--- src/rtl/seg7_scan_ctrl_if.sv ---
`default_nettype none
// ============================================================================
// Module      : seg7_scan_ctrl_if
// Description : Bus between upstream display logic and the 7-segment scan
//               controller: data/control inputs plus the panel drive outputs.
// Revision    : 1.0 - initial release
// ============================================================================
interface seg7_scan_ctrl_if #(
  parameter int NUM_DIGITS = 4,
  parameter int BRIGHT_W   = 4
);
  logic                      enable;
  logic                      load;
  logic [4*NUM_DIGITS-1:0]   value;
  logic [NUM_DIGITS-1:0]     dp_in;
  logic                      hex_mode;
  logic                      lz_blank;
  logic [BRIGHT_W-1:0]       brightness;
  logic [6:0]                seg;
  logic                      dp;
  logic [NUM_DIGITS-1:0]     digit;
  logic                      frame_done;

  // Upstream logic drives the data/control side and observes the panel side
  modport master (
    output enable, load, value, dp_in, hex_mode, lz_blank, brightness,
    input  seg, dp, digit, frame_done
  );

  // The scan controller consumes data/control and drives the panel
  modport slave (
    input  enable, load, value, dp_in, hex_mode, lz_blank, brightness,
    output seg, dp, digit, frame_done
  );
endinterface
`default_nettype wire

--- src/rtl/seg7_scan_ctrl.sv ---
`default_nettype none
// ============================================================================
// Module      : seg7_scan_ctrl
// Description : N-digit multiplexed 7-segment scan controller with double
//               buffering, hex/decimal glyphs, decimal points, leading-zero
//               blanking, anti-ghost blanking and PWM brightness.
// Revision    : 1.0 - initial release
// ============================================================================
module seg7_scan_ctrl #(
  parameter int NUM_DIGITS      = 4,
  parameter int TICKS_PER_DIGIT = 100000,
  parameter int BLANK_TICKS     = 1000,
  parameter int BRIGHT_W        = 4,
  parameter int SEG_ACTIVE_LOW  = 1,
  parameter int DIG_ACTIVE_LOW  = 1
) (
  input  logic           clk_100MHz,
  input  logic           reset,
  seg7_scan_ctrl_if.slave bus
);

  localparam int TMR_W = (TICKS_PER_DIGIT > 1) ? $clog2(TICKS_PER_DIGIT) : 1;
  localparam int IDX_W = (NUM_DIGITS > 1) ? $clog2(NUM_DIGITS) : 1;

  localparam logic [TMR_W-1:0]      TMR_LAST  = TMR_W'(TICKS_PER_DIGIT - 1);
  localparam logic [TMR_W-1:0]      TMR_BLANK = TMR_W'(BLANK_TICKS);
  localparam logic [IDX_W-1:0]      IDX_LAST  = IDX_W'(NUM_DIGITS - 1);
  localparam logic                  SEG_INV   = (SEG_ACTIVE_LOW != 0);
  localparam logic                  DIG_INV   = (DIG_ACTIVE_LOW != 0);
  localparam logic [6:0]            SEG_OFF   = {7{SEG_INV}};
  localparam logic [NUM_DIGITS-1:0] DIG_OFF   = {NUM_DIGITS{DIG_INV}};
  localparam logic [6:0]            GLYPH_DASH = 7'b0000001;

  // Active-high abcdefg glyph for a nibble (0-9, A, b, C, d, E, F)
  function automatic logic [6:0] glyph(input logic [3:0] nib);
    case (nib)
      4'h0:    glyph = 7'b1111110;
      4'h1:    glyph = 7'b0110000;
      4'h2:    glyph = 7'b1101101;
      4'h3:    glyph = 7'b1111001;
      4'h4:    glyph = 7'b0110011;
      4'h5:    glyph = 7'b1011011;
      4'h6:    glyph = 7'b1011111;
      4'h7:    glyph = 7'b1110000;
      4'h8:    glyph = 7'b1111111;
      4'h9:    glyph = 7'b1111011;
      4'hA:    glyph = 7'b1110111;
      4'hB:    glyph = 7'b0011111;
      4'hC:    glyph = 7'b1001110;
      4'hD:    glyph = 7'b0111101;
      4'hE:    glyph = 7'b1001111;
      default: glyph = 7'b1000111;
    endcase
  endfunction

  logic [TMR_W-1:0]        timer;
  logic [IDX_W-1:0]        index;
  logic [BRIGHT_W-1:0]     pwm_cnt;
  logic [4*NUM_DIGITS-1:0] shadow;
  logic [NUM_DIGITS-1:0]   shadow_dp;
  logic [4*NUM_DIGITS-1:0] disp;
  logic [NUM_DIGITS-1:0]   disp_dp;
  logic                    pending;

  logic [6:0]              seg_q;
  logic                    dp_q;
  logic [NUM_DIGITS-1:0]   digit_q;
  logic                    frame_done_q;

  logic                    terminal;
  logic                    wrap;
  logic [3:0]              nibble;
  logic [NUM_DIGITS-1:0]   lz_mask;
  logic                    zero_run;
  logic [6:0]              seg_ah;
  logic [NUM_DIGITS-1:0]   digit_ah;
  logic                    pwm_on;
  logic                    digit_on;

  assign terminal = (timer == TMR_LAST);
  assign wrap     = terminal && (index == IDX_LAST);
  assign nibble   = disp[4*index +: 4];
  assign pwm_on   = (bus.brightness == '1) || (pwm_cnt < bus.brightness);
  assign digit_on = bus.enable && (timer >= TMR_BLANK) && pwm_on;

  // A digit above 0 is a leading zero when it and every higher nibble is zero
  always_comb begin
    lz_mask  = '0;
    zero_run = 1'b1;
    for (int i = NUM_DIGITS - 1; i > 0; i--) begin
      zero_run   = zero_run && (disp[4*i +: 4] == 4'h0);
      lz_mask[i] = zero_run;
    end
  end

  // Glyph and one-hot enable for the digit currently being scanned
  always_comb begin
    seg_ah          = glyph(nibble);
    digit_ah        = '0;
    digit_ah[index] = 1'b1;
    if (bus.lz_blank && lz_mask[index]) begin
      seg_ah = 7'b0000000;
    end else if (!bus.hex_mode && (nibble > 4'h9)) begin
      seg_ah = GLYPH_DASH;
    end
  end

  // Slot timer and digit index; parked at digit 0 slot start while disabled
  always_ff @(posedge clk_100MHz or posedge reset) begin
    if (reset) begin
      timer   <= '0;
      index   <= '0;
      pwm_cnt <= '0;
    end else begin
      pwm_cnt <= pwm_cnt + 1'b1;
      if (!bus.enable) begin
        timer <= '0;
        index <= '0;
      end else if (terminal) begin
        timer <= '0;
        index <= (index == IDX_LAST) ? '0 : index + 1'b1;
      end else begin
        timer <= timer + 1'b1;
      end
    end
  end

  // Double buffer: display only takes the shadow at frame wrap (or freely when dark)
  always_ff @(posedge clk_100MHz or posedge reset) begin
    if (reset) begin
      shadow    <= '0;
      shadow_dp <= '0;
      disp      <= '0;
      disp_dp   <= '0;
      pending   <= 1'b0;
    end else begin
      if (!bus.enable || (wrap && pending)) begin
        disp    <= shadow;
        disp_dp <= shadow_dp;
      end
      if (bus.load) begin
        shadow    <= bus.value;
        shadow_dp <= bus.dp_in;
        pending   <= 1'b1;
      end else if (!bus.enable || wrap) begin
        pending   <= 1'b0;
      end
    end
  end

  // Registered panel drive with polarity applied; dark whenever no digit is on
  always_ff @(posedge clk_100MHz or posedge reset) begin
    if (reset) begin
      seg_q        <= SEG_OFF;
      dp_q         <= SEG_INV;
      digit_q      <= DIG_OFF;
      frame_done_q <= 1'b0;
    end else begin
      frame_done_q <= bus.enable && wrap;
      if (digit_on) begin
        seg_q   <= seg_ah ^ SEG_OFF;
        dp_q    <= disp_dp[index] ^ SEG_INV;
        digit_q <= digit_ah ^ DIG_OFF;
      end else begin
        seg_q   <= SEG_OFF;
        dp_q    <= SEG_INV;
        digit_q <= DIG_OFF;
      end
    end
  end

  assign bus.seg        = seg_q;
  assign bus.dp         = dp_q;
  assign bus.digit      = digit_q;
  assign bus.frame_done = frame_done_q;

endmodule
`default_nettype wire

--- src/flat_wrapper.sv ---
// flat-port wrapper written by rule: the top's interface ports become plain ports
module seg7_scan_ctrl_flat 
#(
  parameter int NUM_DIGITS      = 4,
  parameter int TICKS_PER_DIGIT = 100000,
  parameter int BLANK_TICKS     = 1000,
  parameter int BRIGHT_W        = 4,
  parameter int SEG_ACTIVE_LOW  = 1,
  parameter int DIG_ACTIVE_LOW  = 1
)
  (clk_100MHz, reset, bus_enable, bus_load, bus_value, bus_dp_in, bus_hex_mode, bus_lz_blank, bus_brightness, bus_seg, bus_dp, bus_digit, bus_frame_done);
  seg7_scan_ctrl_if #(.NUM_DIGITS(NUM_DIGITS), .BRIGHT_W(BRIGHT_W)) bus_i ();
  input  logic clk_100MHz;
  input  logic reset;
  input wire logic [$bits(bus_i.enable)-1:0] bus_enable;
  input wire logic [$bits(bus_i.load)-1:0] bus_load;
  input wire logic [$bits(bus_i.value)-1:0] bus_value;
  input wire logic [$bits(bus_i.dp_in)-1:0] bus_dp_in;
  input wire logic [$bits(bus_i.hex_mode)-1:0] bus_hex_mode;
  input wire logic [$bits(bus_i.lz_blank)-1:0] bus_lz_blank;
  input wire logic [$bits(bus_i.brightness)-1:0] bus_brightness;
  output wire logic [$bits(bus_i.seg)-1:0] bus_seg;
  output wire logic [$bits(bus_i.dp)-1:0] bus_dp;
  output wire logic [$bits(bus_i.digit)-1:0] bus_digit;
  output wire logic [$bits(bus_i.frame_done)-1:0] bus_frame_done;
  assign bus_i.enable = bus_enable;
  assign bus_i.load = bus_load;
  assign bus_i.value = bus_value;
  assign bus_i.dp_in = bus_dp_in;
  assign bus_i.hex_mode = bus_hex_mode;
  assign bus_i.lz_blank = bus_lz_blank;
  assign bus_i.brightness = bus_brightness;
  assign bus_seg = bus_i.seg;
  assign bus_dp = bus_i.dp;
  assign bus_digit = bus_i.digit;
  assign bus_frame_done = bus_i.frame_done;
  seg7_scan_ctrl #(.NUM_DIGITS(NUM_DIGITS), .TICKS_PER_DIGIT(TICKS_PER_DIGIT), .BLANK_TICKS(BLANK_TICKS), .BRIGHT_W(BRIGHT_W), .SEG_ACTIVE_LOW(SEG_ACTIVE_LOW), .DIG_ACTIVE_LOW(DIG_ACTIVE_LOW)) u_core (.clk_100MHz(clk_100MHz), .reset(reset), .bus(bus_i));
endmodule
--- config.mk ---
export PLATFORM = sky130hd
export DESIGN_NAME = seg7_scan_ctrl_flat
export DESIGN_NICKNAME = d
export VERILOG_FILES = /design/src/rtl/seg7_scan_ctrl_if.sv /design/src/rtl/seg7_scan_ctrl.sv /design/src/flat_wrapper.sv
export SDC_FILE = /design/constraint.sdc
export NUM_CORES = 1
export LEC_CHECK = 0
export BUFFER_PORTS_ARGS = -buffer_cell sky130_fd_sc_hd__buf_2
export CORE_MARGIN = 4
export CORE_UTILIZATION = 40
export CTS_CLUSTER_DIAMETER = 30
export DETAILED_ROUTE_END_ITERATION = 7
export PLACE_DENSITY = 0.64
export RECOVER_POWER = 50
export SYNTH_ARGS = -nofsm -noshare
export SYNTH_HDL_FRONTEND = slang
export SYNTH_SLANG_ARGS = --single-unit
--- constraint.sdc ---
create_clock -name clk_100MHz -period 3.55 [get_ports clk_100MHz]
set_input_delay 0.1775 -clock clk_100MHz [delete_from_list [all_inputs] [get_ports clk_100MHz]]
set_output_delay 0.1775 -clock clk_100MHz [all_outputs]
set_load 0.02 [all_outputs]
# Yosys cells after proc, flatten, opt, wreduce, memory -nomap -nowiden
# Memories as Yosys holds them, arrays and structs flattened.
# Index checks and enable logic that the tools add are counted.
[classes]
add_sub_neg = 3
n_lt_le_gt_ge = 5
n_eq_ne = 4
n_shift = 1
n_mux = 18
bitwise = 3
n_reduce_logical = 19
[op_table]
columns = ["cell", "n"]
rows = [
  ["two-way mux 17 bit", 2],
  ["two-way mux 7 bit", 3],
  ["adder 17 x 1 -> 17 bit, second input constant", 1],
  ["== test 17 bit, second input constant", 1],
  [">= comparator 17 x 10 -> 1 bit, second input constant", 1],
  ["variable part select 16 x 5 -> 4 bit", 1],
  ["zero test 4 bit", 3],
  ["logical AND 1 bit", 10],
  ["NOT 7 bit", 1],
  ["two-way mux 1 bit", 6],
  ["two-way mux 2 bit", 3],
  ["adder 4 x 1 -> 4 bit, second input constant", 1],
  ["binary-select mux 1 bit (select 2 bit)", 2],
  ["== test 4 bit, second input constant", 1],
  ["> comparator 4 bit, second input constant", 1],
  ["less-than comparator 4 bit", 1],
  ["two-way mux 4 bit", 1],
  ["NOT 4 bit", 1],
  ["logical OR 1 bit", 3],
  ["less-than comparator 2 x 3 -> 1 bit, second input constant", 1],
  ["adder 2 x 1 -> 2 bit, second input constant", 1],
  ["demux 1 bit (select 2 bit)", 1],
  ["== test 2 bit, second input constant", 1],
  [">= comparator 2 x 1 -> 1 bit, second input constant", 1],
  ["other kinds (4)", 5],
]
[totals]
register_bits = 77
rom_bits = 112
inputBits = 30
output_inout_bits = 13
word_cells = 66
memories = 1
[mem_list]
columns = ["memory", "words", "width", "rd", "rd_clocked_by_memory_dff", "write_ports", "line", "text"]
rows = [
  ["(name not given)", 16, 7, 1, 0, 0, "seg7_scan_ctrl.sv:36", "case (nib)"],
]

# Depth between registers and ports, before layout
[logic_depth]
word_depth = 9
ltp_mapped = 9
depth_no_buf = 8

# Worst setup path before layout
# Ideal clock, no wire load.
[synth_path]
path_kind = "reg2reg"
start = "reg u_core.index[0]"
end = "reg u_core.seg_q[4], in the netlist u_core.bus.seg[4]"
setup_time_ps = 102
t_arrival_ps = 2008
required_time_ps = 3448
slack_ps = 1440
path_stages_with_launch = 10
path_buffers = 1
period_less_slack_ps = 2110
cell_sequence = "dfrtp_1 buf_2 mux4_2 inv_1 ha_1 nor2_1 nor2_1 nor3b_1 a21oi_1 o2111ai_1"
[synth_via]
elab_chain_cells = 7
word_cells_on_any_way = 11
classes_between = "order compare: 1; shift: 1; mux: 5; bitwise: 1; reduce/logical: 2; memory: 1"
[synth_rtl]
columns = ["element", "line", "text"]
rows = [
  ["from (decl)", "seg7_scan_ctrl.sv:57", "logic [IDX_W-1:0] index;"],
  ["from (signal assigned)", "seg7_scan_ctrl.sv:121", "index <= (index == IDX_LAST) ? '0 : index + 1'b1;"],
  ["variable part select 16 x 5 -> 4 bit", "seg7_scan_ctrl.sv:82", "assign nibble = disp[4*index +: 4];"],
  ["> comparator 4 bit", "seg7_scan_ctrl.sv:103", "end else if (!bus.hex_mode && (nibble > 4'h9)) begin"],
  ["logical AND 1 bit", "seg7_scan_ctrl.sv:103", ""],
  ["two-way mux 7 bit", "seg7_scan_ctrl.sv:103", ""],
  ["two-way mux 7 bit *", "seg7_scan_ctrl.sv:101", "if (bus.lz_blank && lz_mask[index]) begin"],
  ["NOT 7 bit (no line) *", "n/a", ""],
  ["two-way mux 7 bit *", "seg7_scan_ctrl.sv:160", "if (digit_on) begin"],
  ["to (signal assigned)", "seg7_scan_ctrl.sv:161", "seg_q <= seg_ah ^ SEG_OFF;"],
  ["to (decl)", "seg7_scan_ctrl.sv:65", "logic [6:0] seg_q;"],
]
# Every way passes the cells marked *; elsewhere a longest branch is shown, timed or not. The select of a mux whose other input is x is not followed.
# A chain may end at the register's enable or synchronous reset.

# Final worst setup path
# Same ends and word-level chain as after synthesis.

==> results.json <==
{
  "rsz0062_at_grt": "no",
  "fin_crit_sh_pct": 67.10,
  "r2r_slack_ps": 1170,
  "min_path_type": "input pin to register",
  "drv_cap": 1,
  "synth_cell_types": 43,
  "grt_overflow_total": 0,
  "cp_cell_sequence": "mux4_2 -> inv_1 -> ha_1 -> nor2_1 -> nor2_1 -> nor3b_1 -> a21oi_1 -> o2111ai_1",
  "grt_pass1_vias": 2327,
  "grt_pass1_wl_um": 11410,
  "synth_edf_count": 0,
  "io_buffers": 42,
  "synth-seq-cells": 77,
  "syn_avg_cell_area_sq_um": 12.00,
  "grt_max_degree": 78,
  "syn_nets": 349,
  "run_status": "finished, violations left",
  "async_flop_share_pct": 100.0,
  "postCtsHoldBufs": 0,
  "max_freq_mhz": 419.8,
  "die-area_sq_um": 10680,
  "setup_viol": 0,
  "wire_per_inst_um": 14.34,
  "worstSetupEndpointType": "register",
  "cpPeakStageDelay_ps": 640,
  "power_w": 0.001953,
  "ys_warn_count": 0,
  "crit_fanout": 9,
  "dr.pass1.iters": 4,
  "dp_hpwl_um": 4667,
  "vias": 2325,
  "syn_inst": 303,
  "fin_cells": 460,
  "drt_wl_total_um": 6598,
  "post-place-ws_ps": 1153,
  "drive_gt1_share_pct": 34.09,
  "slew-limit-headroom_pct": -22.69,
  "cp.arrival_ps": 2640,
  "ctsLongestPathBuffers": 2,
  "numCtsBuffers": 9,
  "holdWs_ps": 46.32,
  "synth.cell_area_sq_um": 3637,
  "ant_nets": 0,
  "violations": "max-capacitance violations, max-slew violations",
  "setup_tns_ps": 0,
  "power_density_nw_per_um2": 468.9,
  "antenna_found_initial": 0,
  "slowest_stage": "mux4_2",
  "core_sq_um": 8763,
  "slew_viol_final": 78,
  "irDropWorstVdd_mv": 0.2652,
  "crit_path_start_kind": "register",
  "fin_nets": 393,
  "leakage_nw": 1.826,
  "worst-path-buf-inv": 1,
  "period_needed_ps": 2382,
  "layout_common_cells": "65 x dfrtp_1, 42 x buf_2, 38 x mux2_2",
  "viasPerCell": 5.054,
  "reg2regPathDepth": 8,
  "initial_core_util_pct": 41.50,
  "clk_pin_slew_ps": 90,
  "first_iter_violations": 131,
  "cp_num_cells": 8,
  "seq_area_frac_synth_pct": 53.39,
  "drt_drc_violations_left": 0,
  "antenna_cells": 0,
  "final_common_cell": "dfrtp_1",
  "cts_setup_buffers": 0,
  "ctsResizeCount": 0,
  "clk_latency_ps": 360,
  "hold_viol_final": 0,
  "finClkSkew_ps": 13.43,
  "gr-usage-all-layers_pct": 13.84,
  "critical_path_class": "register to register",
  "die_width_um": 103.4,
  "dp_cells": 444,
  "setup_slack_ps": 1168,
  "cts_tree": "yes",
  "num_rows": 34,
  "pin_count": 43,
  "syn2layout_area_growth_pct": 14.52,
  "tightest_slew_ps": 1840,
  "clock_sinks": 77,
  "critPathTopFamily": "multiplexers",
  "gp_congestion": 0.7861,
  "crit_top_cell": "nor2_1",
  "ys.flop_type": "dfrtp_1",
  "hold_path_depth": 2,
  "h-tree-depth": 3,
  "die_h_um": 103.4,
  "crit_required_ps": 3810,
  "cts_root_buf": "clkbuf_8"
}
logic make-up after synthesis:
logic type | share of synthesized area [%]
buf+inv | 3.096
simple gates | 13.31
mux | 16.03
compound gates | 4.575
xor+xnor | 4.093
fa+ha+maj | 5.504
flops | 53.39
final timing paths:
| check | start | to |
|---|---|---|
| setup reg to reg | u_core.index[0] | u_core.bus.seg[4] |
| min in group asynchronous | reset | u_core.bus.frame_done |
| hold reg to reg | u_core.pwm_cnt[3] | u_core.pwm_cnt[3] |
| hold / removal | bus_value[2] | u_core.shadow[2] |
| setup / recovery | u_core.index[0] | u_core.bus.seg[4] |
| max in group asynchronous | reset | u_core.shadow[5] |
metrics by stage:
| step | area (sq um) | utilization, % |
|---|---|---|
| after detailed placement | 3938 | 44.93 |
| after global placement | 3938 | 44.93 |
| after global routing | 4165 | 47.53 |
| final | 4165 | 47.53 |
| after floorplan | 3637 | - |
| after CTS | 4168 | 47.56 |
cell usage after synthesis, drive strengths merged (2+ instances only):
cell,count,area [sq um]
dfrtp,65,1627
mux2,40,450.4
nor2,26,97.59
nand2,20,75.07
ha,16,200.2
inv,14,52.55
nand3,14,70.07
dfstp,12,315.3
nor3,10,55.05
xnor2,10,87.58
o21ai,9,48.80
a21oi,7,35.03
xor2,7,61.31
clkbuf,6,22.52
buf,5,37.53
mux4,5,112.6
and3,4,25.02
nand4,4,31.28
or4,4,33.78
nor2b,3,18.77
and4,2,17.52
mux2i,2,20.02
nand2b,2,12.51
nor4bb,2,20.02
o211ai,2,15.01
cell type report:
| cell class | count | area, sq um |
|---|---|---|
| well taps | 108 | 135.1 |
| fillers | 809 | 4598 |
| clock buffers | 10 | 137.6 |
| repair buffers | 44 | 222.7 |
| flip-flops and latches | 77 | 1942 |
| clock inverters | 6 | 92.59 |
| multi-input cells | 201 | 1583 |
| inverters | 14 | 52.55 |
where the power goes:
part	internal (W)	switching, W	total, W
Combinational	0.000104	0.000106	0.000209
Clock	0.000420	0.000346	0.000766
Sequential	0.000938	0.0000397	0.000977
Total	0.00146	0.000492	0.00195
per-layer routing:
layer	global-route usage [%]	vias up	wire (um)
li1	-	1149	-
met1	19.86	1115	3277
met2	19.41	52	2805
met3	4.494	9	415
met4	5.378	0	100
met5	0	-	0
sequential cells by signal, summed over array words and instances, names as in the netlist:
register and flops:
u_core.shadow_dp 4, u_core.shadow 16, u_core.disp_dp 4, u_core.bus.frame_done 1
u_core.bus.digit 4, u_core.disp 16, u_core.pending 1, u_core.timer 17
u_core.bus.seg 7, u_core.index 2, u_core.bus.dp 1, u_core.pwm_cnt 4
Power figures use the tool's default switching activity.
